==> src/rtl/uart_pkg.sv <==
// Shared definitions for the serial program loader: FSM state encoding,
// frame-format constants and the default inter-byte timeout.
// No ports; imported by uart_loader.
package uart_pkg;

  // LEN_HI keeps its encoding slot, but the FSM never rests there.
  // The first length byte is consumed straight from IDLE/DONE/ERROR.
  typedef enum logic [2:0] {
    S_IDLE    = 3'd0,
    S_LEN_HI  = 3'd1,
    S_LEN_LO  = 3'd2,
    S_DATA_HI = 3'd3,
    S_DATA_LO = 3'd4,
    S_CHECK   = 3'd5,
    S_DONE    = 3'd6,
    S_ERROR   = 3'd7
  } state_e;

  localparam int CHECKSUM_WIDTH         = 8;
  localparam int LEN_BYTES              = 2;
  localparam int DEFAULT_TIMEOUT_CYCLES = 1000000;

endpackage

==> src/rtl/uart_loader.sv <==
// Loads a framed program image from the UART receiver into RAM.
// Frame layout: 16-bit big-endian word count N, N big-endian words, 8-bit data-byte sum.
// Ports:
//   clk, rst (synchronous, active-high)
//   rx_busy, rx_data: a byte is complete on the rx_busy falling edge
//   mem_we/mem_addr/mem_wdata: one-cycle RAM write strobe, address and data
//   loading/done/error: frame in progress / last frame good / last frame aborted
module uart_loader
  import uart_pkg::*;
#(
  parameter int ADDR_WIDTH     = 16,
  parameter int TIMEOUT_CYCLES = DEFAULT_TIMEOUT_CYCLES
) (
  input  logic                  clk,
  input  logic                  rst,
  input  logic                  rx_busy,
  input  logic [7:0]            rx_data,
  output logic                  mem_we,
  output logic [ADDR_WIDTH-1:0] mem_addr,
  output logic [15:0]           mem_wdata,
  output logic                  loading,
  output logic                  done,
  output logic                  error
);

  // The word counter is one bit wider than the address so that N = 2^ADDR_WIDTH
  // can be counted without wrapping.
  localparam int CNT_W = ADDR_WIDTH + 1;
  localparam int TO_W  = $clog2(TIMEOUT_CYCLES + 1);
  localparam logic [TO_W-1:0] TO_LAST   = TO_W'(TIMEOUT_CYCLES - 1);
  localparam logic [63:0]     MAX_WORDS = 64'd1 << ADDR_WIDTH;

  state_e                      state_q, state_d;
  logic                        busy_q;
  logic [7:0]                  hi_q, hi_d;   // length high byte, then data high byte
  logic [CNT_W-1:0]            len_q, len_d;
  logic [CNT_W-1:0]            wcnt_q, wcnt_d;
  logic [CHECKSUM_WIDTH-1:0]   csum_q, csum_d;
  logic [TO_W-1:0]             to_q, to_d;
  logic                        mem_we_q, mem_we_d;
  logic [ADDR_WIDTH-1:0]       mem_addr_q, mem_addr_d;
  logic [15:0]                 mem_wdata_q, mem_wdata_d;
  logic                        loading_q, loading_d;
  logic                        done_q, done_d;
  logic                        error_q, error_d;

  logic        byte_stb;
  logic [15:0] len16;
  logic        in_frame;

  assign byte_stb = busy_q & ~rx_busy;
  assign len16    = {hi_q, rx_data};
  assign in_frame = (state_q == S_LEN_LO) || (state_q == S_DATA_HI) ||
                    (state_q == S_DATA_LO) || (state_q == S_CHECK);

  always_comb begin
    state_d     = state_q;
    hi_d        = hi_q;
    len_d       = len_q;
    wcnt_d      = wcnt_q;
    csum_d      = csum_q;
    to_d        = '0;
    mem_we_d    = 1'b0;
    mem_addr_d  = mem_addr_q;
    mem_wdata_d = mem_wdata_q;
    loading_d   = loading_q;
    done_d      = done_q;
    error_d     = error_q;

    // Inter-byte watchdog. It only fires when no byte arrives in the same
    // cycle, so a byte landing on the terminal count always wins.
    if (in_frame && !byte_stb) begin
      if (to_q == TO_LAST) begin
        state_d   = S_ERROR;
        error_d   = 1'b1;
        loading_d = 1'b0;
      end else begin
        to_d = to_q + 1'b1;
      end
    end

    if (byte_stb) begin
      unique case (state_q)
        S_IDLE, S_LEN_HI, S_DONE, S_ERROR: begin
          hi_d      = rx_data;
          done_d    = 1'b0;
          error_d   = 1'b0;
          csum_d    = '0;
          wcnt_d    = '0;
          loading_d = 1'b1;
          state_d   = S_LEN_LO;
        end
        S_LEN_LO: begin
          if ({48'd0, len16} > MAX_WORDS) begin
            state_d   = S_ERROR;
            error_d   = 1'b1;
            loading_d = 1'b0;
          end else begin
            len_d   = CNT_W'(len16);
            state_d = (len16 == 16'd0) ? S_CHECK : S_DATA_HI;
          end
        end
        S_DATA_HI: begin
          hi_d    = rx_data;
          csum_d  = csum_q + rx_data;
          state_d = S_DATA_LO;
        end
        S_DATA_LO: begin
          csum_d      = csum_q + rx_data;
          mem_we_d    = 1'b1;
          mem_addr_d  = wcnt_q[ADDR_WIDTH-1:0];
          mem_wdata_d = {hi_q, rx_data};
          wcnt_d      = wcnt_q + 1'b1;
          state_d     = (wcnt_d == len_q) ? S_CHECK : S_DATA_HI;
        end
        S_CHECK: begin
          loading_d = 1'b0;
          if (rx_data == csum_q) begin
            done_d  = 1'b1;
            state_d = S_DONE;
          end else begin
            error_d = 1'b1;
            state_d = S_ERROR;
          end
        end
        default: state_d = S_IDLE;
      endcase
    end
  end

  always_ff @(posedge clk) begin
    if (rst) begin
      state_q     <= S_IDLE;
      busy_q      <= 1'b0;
      hi_q        <= '0;
      len_q       <= '0;
      wcnt_q      <= '0;
      csum_q      <= '0;
      to_q        <= '0;
      mem_we_q    <= 1'b0;
      mem_addr_q  <= '0;
      mem_wdata_q <= '0;
      loading_q   <= 1'b0;
      done_q      <= 1'b0;
      error_q     <= 1'b0;
    end else begin
      state_q     <= state_d;
      busy_q      <= rx_busy;
      hi_q        <= hi_d;
      len_q       <= len_d;
      wcnt_q      <= wcnt_d;
      csum_q      <= csum_d;
      to_q        <= to_d;
      mem_we_q    <= mem_we_d;
      mem_addr_q  <= mem_addr_d;
      mem_wdata_q <= mem_wdata_d;
      loading_q   <= loading_d;
      done_q      <= done_d;
      error_q     <= error_d;
    end
  end

  assign mem_we    = mem_we_q;
  assign mem_addr  = mem_addr_q;
  assign mem_wdata = mem_wdata_q;
  assign loading   = loading_q;
  assign done      = done_q;
  assign error     = error_q;

endmodule

==> config.mk <==
export PLATFORM = sky130hd
export DESIGN_NAME = uart_loader
export DESIGN_NICKNAME = d
export VERILOG_FILES = /design/src/rtl/uart_pkg.sv /design/src/rtl/uart_loader.sv
export SDC_FILE = /design/constraint.sdc
export NUM_CORES = 1
export LEC_CHECK = 0
export ABC_AREA = 1
export ABC_CLOCK_PERIOD_IN_PS = 2360
export CORE_MARGIN = 2
export CORE_UTILIZATION = 63
export DETAILED_ROUTE_END_ITERATION = 10
export DONT_BUFFER_PORTS = 1
export PLACE_DENSITY = 0.85
export SLEW_MARGIN = 20
export SYNTH_ARGS = -nofsm -noshare
export SYNTH_HDL_FRONTEND = slang
export SYNTH_SLANG_ARGS = --single-unit
==> constraint.sdc <==
create_clock -name clk -period 2.36 [get_ports clk]
set_input_delay 0.472 -clock clk [delete_from_list [all_inputs] [get_ports clk]]
set_output_delay 0.472 -clock clk [all_outputs]
set_load 0.1 [all_outputs]
-- Yosys cells after proc, flatten, opt, wreduce, memory -nomap -nowiden
Cells that the tools add are included.
- register bits after elaboration: 109
- bits of input ports: 11
- output and inout bits: 36
- logic and storage cells: 76
- $add $sub $neg: 3
- equal/unequal tests: 11
- muxes and demuxes: 21
- bitwise gates (word level): 4
- reductions and logical operators: 24
- operators with widths (kind ; number):
    17-bit one-hot mux with 2 select lines ; 1
    20-bit by 1-bit adder with 20-bit output, second input constant ; 1
    20-bit equality test, second input constant ; 1
    17-bit by 1-bit adder with 17-bit output, second input constant ; 1
    17-bit by 16-bit equality test with 1-bit output ; 1
    16-bit logical NOT ; 1
    8-bit one-hot mux with 2 select lines ; 1
    3-bit 2-to-1 mux ; 5
    3-bit one-hot mux with 5 select lines ; 1
    3-bit equality test, second input constant ; 4
    2-bit AND reduction ; 6
    1-bit 2-to-1 mux ; 10
    2-bit nonzero test ; 5
    8-bit adder ; 1
    8-bit equality test ; 1
    3-bit by 2-bit equality test with 1-bit output, second input constant ; 2
    1-bit one-hot mux with 2 select lines ; 3
    5-bit OR reduction ; 1
    2-bit OR reduction ; 2
    4-bit OR reduction ; 1
    3-bit by 1-bit equality test with 1-bit output, second input constant ; 1
    3-bit logical NOT ; 1
    1-bit logical OR ; 3
    1-bit NOT ; 3
    other kinds (6) ; 6

-- Logic depth before layout (Yosys ltp)
Gate-level depths: netlist of run 1.
- depth in word-level cells: 9
- gate-level depth with buffers: 15
- depth with buffers taken out: 15

-- Worst setup path before layout of run 1
Ideal clock, no wire load.
- kind: input to register
- from: input port rx_data[0]
- to: register csum_q[6]
- library setup time: 0.071 ns
- arrival: 1.860 ns
- data required time: 2.289 ns
- setup slack: 0.430 ns
- stages on the path: 12
- buffers on the path: 0
- cell sequence: ha_1 fa_1 nand2_1 nand2_1 a21oi_1 nor2_1 nor2_1 nor2_1 nor2_1 xnor2_1 nand2_1 a21oi_1
- word-level cells in the longest chain between the ends: 2
- RTL lines (element ; line ; text):
    start, declared ; uart_loader.sv:17 ; input logic [7:0] rx_data,
    8-bit adder ; uart_loader.sv:105, uart_loader.sv:109 ;
    8-bit one-hot mux with 2 select lines ; uart_loader.sv:83 ; unique case (state_q)
    end signal, assigned ; uart_loader.sv:152 ; csum_q <= csum_d;
    end, declared ; uart_loader.sv:38 ; logic [CHECKSUM_WIDTH-1:0] csum_q, csum_d;
Every way passes these cells.
A chain may end at the register's enable or synchronous reset.

-- Worst setup path in the final report of run 1
- from: register wcnt_q[0]
- to: register state_q[2]
- word-level cells in the longest chain between the ends: 5
- RTL lines (element ; line ; text):
    start, declared ; uart_loader.sv:37 ; logic [CNT_W-1:0] wcnt_q, wcnt_d;
    start signal, assigned ; uart_loader.sv:151 ; wcnt_q <= wcnt_d;
    17-bit by 1-bit adder with 17-bit output ; uart_loader.sv:113 ; wcnt_d = wcnt_q + 1'b1;
    17-bit by 16-bit equality test with 1-bit output ; uart_loader.sv:114 ; state_d = (wcnt_d == len_q) ? S_CHECK : S_DATA_HI;
    3-bit 2-to-1 mux ; uart_loader.sv:114 ;
    3-bit one-hot mux with 5 select lines ; uart_loader.sv:83 ;
    3-bit 2-to-1 mux ; uart_loader.sv:82 ; if (byte_stb) begin
    end signal, assigned ; uart_loader.sv:147 ; state_q <= state_d;
    end, declared ; uart_loader.sv:33 ; state_e state_q, state_d;
Every way passes these cells.

==> Flow_metrics.wiki, run 1 <==
{| class="wikitable"
! Metric !! Value
|-
| Result of the run || completed
|-
| Total CTS buffers || 9
|-
| Fraction of final layout cells sized beyond drive strength 1 || 12.1%
|-
| DRC Markers || 0
|-
| Vias per std cell || between 5 and 6
|-
| Number of nets with antenna violations after routing || 0
|-
| Final critical-path share of the clock period || 89.2%
|-
| Nets in the synthesized netlist || approximately 740
|-
| Fraction of power spent switching nets || 26.1%
|-
| Post-CTS sizing || 0
|-
| Number of DRC markers in iteration 0 || 238
|-
| Chain of cells forming the critical path || ha_1, nand2_2, nor2_8, nand2_4, nor2_4, nand2_1, nand3_1, nand2_1, nor2_1, nand2_1, nor2_2, nand3_1, nand2_1, nand2_1, a21oi_2
|-
| CP bufs+invs || 0
|-
| Overall die width || 94.5 um
|-
| Via Count || 4943
|-
| Deepest level of the CTS H-tree || 3
|-
| CTS tree || built
|-
| Via count of the first global-routing pass || 4522
|-
| Critical Path Start Type || flip-flop
|-
| Leakage || 2.34 nW
|-
| Async SR Flop Fraction || 0%
|-
| Antenna diode count || 0
|-
| Crit path arrival time || roughly 2.4 ns
|-
| Layout overhead on the synthesized area || 11.3%
|-
| Crit end category || flip-flop
|-
| Port bufs || 0
|-
| Placed cell count || 843
|-
| Cell type of the slowest stage on the worst timing path || sky130_fd_sc_hd__dfxtp_1
|-
| Reported net switching power || 0.828 mW
|-
| Hold WC Path Type || in2reg
|-
| Cell count after synthesis || 715
|-
| Largest area contributor in the netlist || sky130_fd_sc_hd__dfxtp_1
|-
| Initial antenna violation count || 0
|-
| Worst slew margin || 71.4%
|-
| Cell internal pwr || approximately 2.3 mW
|-
| Setup repair after global routing missed its margin || no
|-
| Number of cells in the finished layout apart from fillers || 859
|-
| Gr ovfl total || 0
|-
| Most used standard cell by instance count after synthesis || sky130_fd_sc_hd__nand2_1
|-
| Unique cell type count in the Yosys netlist || 39
|-
| Peak per-stage delay on the critical path || 0.46 ns
|-
| Area of the die || 8930 sq um
|-
| Last weighted congestion value of the routability-driven placer || about 1
|-
| Clock transition time at the flip-flop clock pins of the worst setup and hold paths || roughly 0.11 ns
|-
| Wire length of the first global-routing pass || 20700 um
|-
| Worst clock skew || between 0.01 and 0.015 ns
|-
| Top-area cell type share of the netlist area || between 40 and 50%
|-
| Req. time, crit path || approximately 2.7 ns
|-
| Pin count of the biggest net entering global routing || 47
|-
| Max Transition Viols Final || 0
|-
| Maximum capacitance violations || 0
|-
| Seq/Total Area, Yosys || 42.3%
|-
| Number of core rows || 33
|-
| Category of the critical setup timing path || reg2reg
|-
| YS warnings || 0
|-
| Cell area after synthesis || about 5200 sq um
|-
| Maximum fanout along the worst path || 8
|-
| Final nets || 770
|-
| Achievable clock frequency || 475 MHz
|-
| Crit-path most repeated cell || sky130_fd_sc_hd__nand2_1
|-
| Effective utilization at floorplan || 63.8%
|-
| Routed len/inst || 14.5 um
|-
| Insertion delay of the later-clocked pin in the worst-skew pair || roughly 0.39 ns
|-
| Max rail drop VDD || 0.401 mV
|-
| Family with the most delay on the worst path || simple AND/OR/NAND/NOR gates
|-
| Most frequent cells after synthesis || sky130_fd_sc_hd__nand2_1 (129), sky130_fd_sc_hd__dfxtp_1 (109), sky130_fd_sc_hd__inv_1 (91)
|-
| Proportion of power drawn by combinational gates || 4.5%
|-
| Maximum count of clock buffers along a single path || 2
|-
| Detailed Route WL || ~12000 um
|-
| Detailed-placement wirelength estimate || 9070 um
|-
| Mean instance size in the synthesized netlist || 7.22 sq um
|-
| Dominant register cell in the synthesized netlist || sky130_fd_sc_hd__dfxtp_1
|-
| Clock period minus worst slack || 2.10 ns
|-
| Top cells by area, synth || sky130_fd_sc_hd__dfxtp_1 (42%), sky130_fd_sc_hd__nand2_1 (9.4%), sky130_fd_sc_hd__a21oi_1 (7.9%), sky130_fd_sc_hd__o21ai_0 (6.9%), sky130_fd_sc_hd__inv_1 (6.6%)
|-
| GRT Resource Usage Total || 29.3%
|-
| Setup_tns || 0 ns
|-
| P per Cell Area || 552 nW/um^2
|-
| Measured slew at the worst slew-check pin || between 0.4 and 0.5 ns
|-
| Die height || 94.5 um
|-
| Number of sinks on the clock net || between 100 and 150
|-
| Clock power share || 36.4%
|-
| Number of synthesized flops with an enable pin || 0
|-
| Area of the core || slightly above 8000 sq um
|-
| Endpoints failing hold || 0
|-
| I/O pins || 47
|-
| Synthesis-stage register bit count || 109
|-
| Portion of total power attributed to sequential cells || about three fifths
|-
| Post-CTS setup buffer count || 0
|-
| Number of buffers inserted by hold repair at cts || 0
|-
| Number of detailed-routing iterations run before antenna repair || 5
|-
| Cell at the root of the clock tree || sky130_fd_sc_hd__clkbuf_8
|-
| Count of endpoints failing setup in the final report || 0
|}
-- power groups by stage --
stage | clock, mW | combinational [mW] | sequential (mW)
6_report | 1.15 | 0.143 | 1.87
5_1_grt | 1.22 | 0.159 | 1.87
4_1_cts | 1.17 | 0.140 | 1.87
3_5_place_dp | 0 | 0.139 | 1.91
3_3_place_gp | 0 | 0.134 | 1.91
2_1_floorplan | 0 | 0.0981 | 1.92
-- routing by layer --
metal / track usage (%) / share of wire [%] / routed length (um) / vias up
met5: 0 / 0 / 0 / -
met4: 12.3 / 2.7 / 339 / 0
met3: 4.79 / 5.3 / 665 / 24
met2: 49.2 / 48 / 5960 / 161
met1: 37.5 / 44 / 5510 / 2300
li1: - / - / - / 2458
-- logic make-up after synthesis --
kind of cell / after synthesis / share of synthesized area, %
flip-flops: 109 / 42.3
adder cells (fa/ha/maj): 10 / 2.57
XOR/XNOR: 5 / 1.12
AO/OA/AOI/OAI: 173 / 18.0
AND/OR/NAND/NOR: 300 / 27.4
buffers and inverters: 118 / 8.63
-- path summary, 6_finish.rpt --
check	slack (ns)	cells past startpoint	from	endpoint
hold / removal	0.13	1	rst	csum_q[3]
hold reg to reg	0.47	2	csum_q[0]	csum_q[0]
setup / recovery	0.26	15	wcnt_q[0]	state_q[2]
setup reg to reg	0.26	15	wcnt_q[0]	state_q[2]
-- layout by cell type, fill, tap and decap left out, types with 3 or more instances in the layout --
master                       n
sky130_fd_sc_hd__o32ai_1     8
sky130_fd_sc_hd__o21ai_0    71
sky130_fd_sc_hd__o31ai_1     4
sky130_fd_sc_hd__ha_1        9
sky130_fd_sc_hd__xor2_1      3
sky130_fd_sc_hd__buf_4      44
sky130_fd_sc_hd__inv_6       3
sky130_fd_sc_hd__nand2_2     5
sky130_fd_sc_hd__nand3_1    48
sky130_fd_sc_hd__clkbuf_8   10
sky130_fd_sc_hd__nand3b_1    6
sky130_fd_sc_hd__inv_2       5
sky130_fd_sc_hd__inv_1      91
sky130_fd_sc_hd__dfxtp_1   109
sky130_fd_sc_hd__nor2_4      5
sky130_fd_sc_hd__nor2_1     59
sky130_fd_sc_hd__nor4_1      7
sky130_fd_sc_hd__nor3_1     11
sky130_fd_sc_hd__nor2_2      6
sky130_fd_sc_hd__nand4_1    15
sky130_fd_sc_hd__nand2_1   129
sky130_fd_sc_hd__a21oi_1    81
-- registers in the layout (all words and copies together), names as in the netlist, 3 cells and up --
name and flops:
state_q 3, mem_wdata 16, len_q 16, hi_q 8, wcnt_q 17, to_q 20, mem_addr 16, csum_q 8
-- cell type report --
type,count,area [sq um]
repair buffers,44,330
fillers,662,2350
clock buffers,10,138
well taps,105,131
clock inverters,6,62.6
inverters,97,364
multi-input cells,488,2530
flip-flops and latches,109,2180
-- per-stage QoR --
| step | util (%) | cell area (sq um) | power, mW | hold slack [ns] | setup WS (ns) |
|---|---|---|---|---|---|
| detailed placement | 68.5 | 5540 | 2.05 | 0.457 | 0.312 |
| CTS | 70.9 | 5740 | 3.18 | 0.120 | 0.308 |
| floorplan | - | 5160 | 2.02 | 0.441 | 0.430 |
| global placement | 68.5 | 5540 | 2.05 | 0.449 | 0.360 |
| finish | 70.9 | 5740 | 3.17 | 0.131 | 0.256 |
| global route | 70.9 | 5740 | 3.25 | 0.114 | 0.0997 |
No activity file was read; power rests on OpenSTA's default activity.
==> inputs of run 2 (changes only) <==
GPL_TIMING_DRIVEN = 0   (was default)
==> run 2 against run 1 <==
  * Worst hold slack better by 0.083 ns
  * Clock power about the same
  * Sequential power about the same
  * Sequential share of layout area up 1.6 points
  * Power up 1.0%
  * Global-route usage up 0.94 points
  * Critical endpoint unchanged
==> Flow_metrics.wiki, run 2 (synthesis gave the netlist of run 1 again) <==
{| class="wikitable"
! Metric !! Value
|-
| Leakage || 2.14 nW (was 2.34 nW)
|-
| Overall die width || 94.5 um (unchanged)
|-
| Crit end category || flip-flop (unchanged)
|-
| CTS tree || built (unchanged)
|-
| Crit-path most repeated cell || sky130_fd_sc_hd__nand2_1 (unchanged)
|-
| Number of sinks on the clock net || 109 (unchanged)
|-
| Crit path arrival time || 2.42 ns (was 2.44 ns)
|-
| DRC Markers || 0 (unchanged)
|-
| Reported net switching power || 0.874 mW (was 0.828 mW)
|-
| Final critical-path share of the clock period || 89.3% (was 89.2%)
|-
| Cell type of the slowest stage on the worst timing path || sky130_fd_sc_hd__dfxtp_1 (unchanged)
|-
| Cell internal pwr || 2.33 mW (was 2.34 mW)
|-
| Last weighted congestion value of the routability-driven placer || 0.942 (was 0.974)
|-
| Area after detailed placement || 5290 sq um (was 5540 sq um)
|-
| Detailed Route WL || 13100 um (was 12500 um)
|-
| Endpoints failing hold || 0 (unchanged)
|-
| Insertion delay of the later-clocked pin in the worst-skew pair || 0.39 ns (about the same)
|-
| Port bufs || 0 (unchanged)
|-
| Commonest non-fill, non-tap cells in the layout || sky130_fd_sc_hd__nand2_1 (129), sky130_fd_sc_hd__dfxtp_1 (109), sky130_fd_sc_hd__inv_1 (91), sky130_fd_sc_hd__a21oi_1 (81), sky130_fd_sc_hd__o21ai_0 (71) (unchanged)
|-
| Clock transition time at the flip-flop clock pins of the worst setup and hold paths || 0.11 ns (about the same)
|-
| Vias per std cell || 5.90 (was 5.75)
|-
| Setup_tns || 0 ns (unchanged)
|-
| Number of buffers inserted by hold repair at cts || 0 (unchanged)
|-
| Result of the run || completed (unchanged)
|-
| Measured slew at the worst slew-check pin || 0.994 ns (was 0.425 ns)
|-
| Number of nets with antenna violations after routing || 0 (unchanged)
|-
| Count of endpoints failing setup in the final report || 0 (unchanged)
|-
| Post-CTS sizing || 0 (unchanged)
|-
| Portion of total power attributed to sequential cells || 58.9% (was 59.1%)
|-
| Number of DRC markers in iteration 0 || 400 (was 238)
|-
| Fraction of final layout cells sized beyond drive strength 1 || 6.70% (was 12.1%)
|-
| Req. time, crit path || 2.67 ns (was 2.69 ns)
|-
| GRT Resource Usage Total || 30.2% (was 29.3%)
|-
| Layout overhead on the synthesized area || 6.67% (was 11.3%)
|-
| Most frequent standard cell in the layout excluding fill and tap cells || sky130_fd_sc_hd__nand2_1 (unchanged)
|-
| Category of the critical setup timing path || reg2reg (unchanged)
|-
| CP bufs+invs || 0 (unchanged)
|-
| Largest Register || to_q (unchanged)
|-
| Cell at the root of the clock tree || sky130_fd_sc_hd__clkbuf_8 (unchanged)
|-
| Pin count of the biggest net entering global routing || 23 (was 47)
|-
| Family with the most delay on the worst path || simple AND/OR/NAND/NOR gates (unchanged)
|-
| Number of core rows || 33 (unchanged)
|-
| Gr ovfl total || 0 (unchanged)
|-
| I/O pins || 47 (unchanged)
|-
| Wire length of the first global-routing pass || 21300 um (was 20700 um)
|-
| Antenna diode count || 0 (unchanged)
|-
| Flip-flop count of the largest register after layout || 20 (unchanged)
|-
| Total Power || 3.20 mW (was 3.17 mW)
|-
| Number of detailed-routing iterations run before antenna repair || 5 (unchanged)
|-
| Critical Path Start Type || flip-flop (unchanged)
|-
| Post-CTS setup buffer count || 0 (unchanged)
|-
| Peak per-stage delay on the critical path || 0.44 ns (was 0.46 ns)
|-
| Routed len/inst || 15.7 um (was 14.5 um)
|-
| Maximum count of clock buffers along a single path || 2 (unchanged)
|-
| Achievable clock frequency || 475 MHz (about the same)
|-
| Fraction of power spent switching nets || 27.3% (was 26.1%)
|-
| Total CTS buffers || 9 (unchanged)
|-
| Maximum capacitance violations || 0 (unchanged)
|-
| Chain of cells forming the critical path || ha_1, nand3_1, nor2_1, nand4_1, nand2_1, nand2_1, nand2_1, nand3_1, nor2_1, nand3_1, nand2_1, nand2_1, a21oi_2 (was ha_1, nand2_2, nor2_8, nand2_4, nor2_4, nand2_1, nand3_1, nand2_1, nor2_1, nand2_1, nor2_2, nand3_1, nand2_1, nand2_1, a21oi_2)
|-
| Final nets || 747 (was 770)
|-
| Deepest level of the CTS H-tree || 3 (unchanged)
|-
| Maximum fanout along the worst path || 6 (was 8)
|-
| Initial antenna violation count || 0 (unchanged)
|-
| Effective utilization at floorplan || 63.8% (unchanged)
|-
| Clock period minus worst slack || 2.11 ns (was 2.10 ns)
|-
| Max Transition Viols Final || 0 (unchanged)
|-
| Via Count || 4929 (was 4943)
|-
| Registers with the most flip-flops || to_q: 20 flops, wcnt_q: 17 flops (unchanged)
|-
| Proportion of power drawn by combinational gates || 4.4% (was 4.5%)
|-
| Worst clock skew || 0.0166 ns (was 0.0120 ns)
|-
| Hold WC Path Type || in2reg (unchanged)
|-
| Area of the die || 8930 sq um (unchanged)
|-
| P per Cell Area || 582 nW/um^2 (was 552 nW/um^2)
|-
| Setup repair after global routing missed its margin || no (unchanged)
|-
| Worst slew margin || 33.7% (was 71.4%)
|-
| Max rail drop VDD || 0.385 mV (was 0.401 mV)
|-
| Clock power share || 36.7% (was 36.4%)
|-
| Via count of the first global-routing pass || 4607 (was 4522)
|-
| Detailed-placement wirelength estimate || 9640 um (was 9070 um)
|-
| Total non-filler cell area in the finished layout || 5500 sq um (was 5740 sq um)
|-
| Die height || 94.5 um (unchanged)
|-
| Area of the core || 8090 sq um (unchanged)
|}
==> run 2: metrics by stage <==
stage	util [%]	setup WS, ns	hold WS, ns	std cells
final	68.0	0.253	0.214	836
after global routing	68.0	0.00334	0.222	836
after CTS	68.0	0.266	0.206	836
after detailed placement	65.4	0.197	0.462	820
after global placement	65.4	0.233	0.453	820
after floorplan	-	0.430	0.441	715
==> run 2: power by group through the flow <==
stage                     combinational (mW)  sequential [mW]  clock, mW
final                                  0.140             1.89       1.18
after global routing                   0.153             1.89       1.26
after CTS                              0.136             1.88       1.18
after detailed placement               0.135             1.93          0
after global placement                 0.128             1.93          0
after floorplan                       0.0981             1.92          0
==> run 2: worst paths after layout <==
path | startpoint | end | slack (ns) | cells after the start
worst max-delay path | wcnt_q[0] | state_q[2] | 0.25 | 13
worst min-delay path | rx_busy | busy_q | 0.21 | 2
worst max register to register | wcnt_q[0] | state_q[2] | 0.25 | 13
worst min register to register | csum_q[6] | csum_q[6] | 0.48 | 2
==> run 2: routing by layer <==
| layer | track usage, % | wire length [um] | up-vias |
|---|---|---|---|
| li1 | - | - | 2402 |
| met1 | 38.2 | 5460 | 2278 |
| met2 | 49.4 | 6180 | 208 |
| met3 | 4.15 | 881 | 41 |
| met4 | 17.6 | 569 | 0 |
| met5 | 0 | 0 | - |
==> run 2: final cells by class <==
class	instances	area (sq um)
Inverter	97	364
Multi-Input combinational cell	488	2530
Tap cell	105	131
Clock buffer	9	124
Sequential cell	109	2180
Clock inverter	7	88.8
Buffer	21	81.3
Fill cell	687	2590
==> run 2: worst reg2reg max path, cell delays in order (launching register included) <==
cell                      delay [ns]
sky130_fd_sc_hd__dfxtp_1        0.44
sky130_fd_sc_hd__ha_1           0.24
sky130_fd_sc_hd__nand3_1        0.14
sky130_fd_sc_hd__nor2_1         0.21
sky130_fd_sc_hd__nand4_1        0.17
sky130_fd_sc_hd__nand2_1        0.15
sky130_fd_sc_hd__nand2_1        0.08
sky130_fd_sc_hd__nand2_1        0.06
sky130_fd_sc_hd__nand3_1        0.07
sky130_fd_sc_hd__nor2_1         0.16
sky130_fd_sc_hd__nand3_1        0.09
sky130_fd_sc_hd__nand2_1        0.06
sky130_fd_sc_hd__nand2_1        0.06
sky130_fd_sc_hd__a21oi_2        0.11
==> inputs of run 3 (changes only) <==
RECOVER_POWER = 100   (was default)
==> run 3 against run 2 <==
  * First-iteration DRC count shrank 7.2%
  * Die area is the same
  * Maximum frequency shrank 0.40%
  * Combinational power is essentially flat
  * Global-route usage is the same
  * Clock skew is essentially flat
  * Cell count is the same
  * Cell area is essentially flat
  * Critical path type unchanged
==> Flow_metrics.wiki, run 3 (synthesis gave the netlist of run 1 again) <==
{| class="wikitable"
! Metric !! Value
|-
| Clock period minus worst slack || 2.12 ns (was 2.11 ns)
|-
| DRC Markers || 0 (unchanged)
|-
| Peak per-stage delay on the critical path || 0.44 ns (about the same)
|-
| Gr ovfl total || 0 (unchanged)
|-
| Deepest level of the CTS H-tree || 3 (unchanged)
|-
| Cell type of the slowest stage on the worst timing path || sky130_fd_sc_hd__dfxtp_1 (unchanged)
|-
| Startpoint of the worst-slack reg-to-reg timing path || wcnt_q[0] (unchanged)
|-
| Crit path arrival time || 2.43 ns (was 2.42 ns)
|-
| Setup repair after global routing missed its margin || no (unchanged)
|-
| Number of core rows || 33 (unchanged)
|-
| Worst clock skew || 0.0166 ns (about the same)
|-
| Routed len/inst || 15.7 um (about the same)
|-
| Antenna diode count || 0 (unchanged)
|-
| Final nets || 747 (unchanged)
|-
| Number of detailed-routing iterations run before antenna repair || 5 (unchanged)
|-
| Count of endpoints failing setup in the final report || 0 (unchanged)
|-
| GRT Resource Usage Total || 30.2% (unchanged)
|-
| Chain of cells forming the critical path || ha_1, nand3_1, nor2_1, nand4_1, nand2_1, nand2_1, nand2_1, nand3_1, nor2_1, nand3_1, nand2_1, nand2_1, a21oi_2 (unchanged)
|-
| Flip-flop count of the largest register after layout || 20 (unchanged)
|-
| Effective utilization at floorplan || 63.8% (unchanged)
|-
| Post-CTS sizing || 0 (unchanged)
|-
| Final-layout worst hold slack || 0.209 ns (was 0.214 ns)
|-
| Placed cell count || 820 (unchanged)
|-
| Largest Register || to_q (unchanged)
|-
| Via count of the first global-routing pass || 4607 (unchanged)
|-
| Clock transition time at the flip-flop clock pins of the worst setup and hold paths || 0.11 ns (about the same)
|-
| Commonest non-fill, non-tap cells in the layout || sky130_fd_sc_hd__nand2_1 (129), sky130_fd_sc_hd__dfxtp_1 (109), sky130_fd_sc_hd__inv_1 (93), sky130_fd_sc_hd__a21oi_1 (81), sky130_fd_sc_hd__o21ai_0 (71) (was sky130_fd_sc_hd__nand2_1 (129), sky130_fd_sc_hd__dfxtp_1 (109), sky130_fd_sc_hd__inv_1 (91), sky130_fd_sc_hd__a21oi_1 (81), sky130_fd_sc_hd__o21ai_0 (71))
|-
| Last weighted congestion value of the routability-driven placer || 0.942 (unchanged)
|-
| Measured slew at the worst slew-check pin || 0.995 ns (was 0.994 ns)
|-
| Hold Path Cell Cnt || 2 (unchanged)
|-
| Initial antenna violation count || 0 (unchanged)
|-
| Worst slew margin || 33.6% (was 33.7%)
|-
| Maximum fanout along the worst path || 6 (unchanged)
|-
| Reg2reg setup slack || 0.24 ns (was 0.25 ns)
|-
| Wire length of the first global-routing pass || 21300 um (unchanged)
|-
| Number of cells in the finished layout apart from fillers || 836 (unchanged)
|-
| Port bufs || 0 (unchanged)
|-
| Die height || 94.5 um (unchanged)
|-
| Cell at the root of the clock tree || sky130_fd_sc_hd__clkbuf_8 (unchanged)
|-
| Number of DRC markers in iteration 0 || 371 (was 400)
|-
| Overall die width || 94.5 um (unchanged)
|-
| Via Count || 4932 (was 4929)
|-
| CTS tree || built (unchanged)
|-
| Setup_tns || 0 ns (unchanged)
|-
| Crit-path most repeated cell || sky130_fd_sc_hd__nand2_1 (unchanged)
|-
| Reg2reg path depth || 13 (unchanged)
|-
| Fillcell total || 688 (was 687)
|-
| P per Cell Area || 583 nW/um^2 (was 582 nW/um^2)
|-
| I/O pins || 47 (unchanged)
|-
| Maximum count of clock buffers along a single path || 2 (unchanged)
|-
| Fraction of final layout cells sized beyond drive strength 1 || 6.29% (was 6.70%)
|-
| Multi-input logic area || 2530 sq um (unchanged)
|-
| Crit end category || flip-flop (unchanged)
|-
| Number of nets with antenna violations after routing || 0 (unchanged)
|-
| Final critical-path share of the clock period || 89.6% (was 89.3%)
|-
| Req. time, crit path || 2.67 ns (about the same)
|-
| Total CTS buffers || 9 (unchanged)
|-
| Most frequent standard cell in the layout excluding fill and tap cells || sky130_fd_sc_hd__nand2_1 (unchanged)
|-
| Detailed-placement wirelength estimate || 9640 um (unchanged)
|-
| Maximum capacitance violations || 0 (unchanged)
|-
| Number of sinks on the clock net || 109 (unchanged)
|-
| Register area || 2180 sq um (unchanged)
|-
| Vias per std cell || 5.90 (about the same)
|-
| Number of buffers inserted by hold repair at cts || 0 (unchanged)
|-
| Leakage || 2.14 nW (about the same)
|-
| Layout overhead on the synthesized area || 6.64% (was 6.67%)
|-
| Area of the core || 8090 sq um (unchanged)
|-
| Critical register-to-register path endpoint || state_q[2] (unchanged)
|-
| Category of the critical setup timing path || reg2reg (unchanged)
|-
| Endpoints failing hold || 0 (unchanged)
|-
| Result of the run || completed (unchanged)
|-
| Post-CTS setup buffer count || 0 (unchanged)
|-
| Max Transition Viols Final || 0 (unchanged)
|-
| Critical path capture point || state_q[2] (unchanged)
|-
| Insertion delay of the later-clocked pin in the worst-skew pair || 0.39 ns (about the same)
|-
| Critical Path Start Type || flip-flop (unchanged)
|-
| Registers with the most flip-flops || to_q: 20 flops, wcnt_q: 17 flops (unchanged)
|-
| Detailed Route WL || 13100 um (about the same)
|-
| Achievable clock frequency || 473 MHz (was 475 MHz)
|-
| First element of the critical path || wcnt_q[0] (unchanged)
|-
| Pin count of the biggest net entering global routing || 23 (unchanged)
|-
| Area of the die || 8930 sq um (unchanged)
|-
| Hold WC Path Type || in2reg (unchanged)
|-
| Max rail drop VDD || 0.385 mV (about the same)
|}
==> run 3: worst min path at each step <==
stage	slack, ns	to	startpoint
after floorplan	0.44	to_q[0]	to_q[0]
after global placement	0.45	to_q[4]	to_q[4]
after detailed placement	0.46	csum_q[6]	csum_q[6]
after CTS	0.21	busy_q	rx_busy
after global routing	0.22	busy_q	rx_busy
final	0.21	busy_q	rx_busy
==> run 3: cell type report <==
cell class              instances  area share, %
multi-input cells             488           46.0
inverters                      97           6.62
clock buffers                   9           2.25
clock inverters                 7           1.61
well taps                     105           2.39
plain buffers                  21           1.46
flip-flops and latches        109           39.7
==> run 3: layer usage <==
layer  part of all wire [%]  track usage (%)  up-vias
li1                       -                -     2405
met1                     42             38.2     2291
met2                     47             49.4      195
met3                    6.0             4.15       41
met4                    4.4             17.6        0
met5                      0                0        -
==> run 3: where the power goes <==
part           total [mW]  leakage (nW)  internal, mW  switching, mW
registers            1.89         0.880          1.86         0.0293
logic               0.140          1.15        0.0389          0.101
clock network        1.18         0.106         0.432          0.752
total                3.21          2.14          2.33          0.882
==> run 3: critical path: cells and delay by family, from the launching register on <==
| family | cells | cell delay (ns) |
|---|---|---|
| and+or+nand+nor | 11 | 1.26 |
| AOI/OAI and AO/OA | 1 | 0.12 |
| DFF | 1 | 0.44 |
| adders and majority gates | 1 | 0.23 |
==> run 3: metrics by stage <==
| step | utilization, % | instance area [sq um] | power (mW) | setup slack, ns |
|---|---|---|---|---|
| 3_3_place_gp | 65.4 | 5290 | 2.05 | 0.233 |
| 2_1_floorplan | - | 5160 | 2.02 | 0.430 |
| 3_5_place_dp | 65.4 | 5290 | 2.06 | 0.197 |
| 4_1_cts | 68.0 | 5500 | 3.20 | 0.266 |
| 6_report | 68.0 | 5500 | 3.21 | 0.245 |
| 5_1_grt | 68.0 | 5500 | 3.30 | 0.00340 |
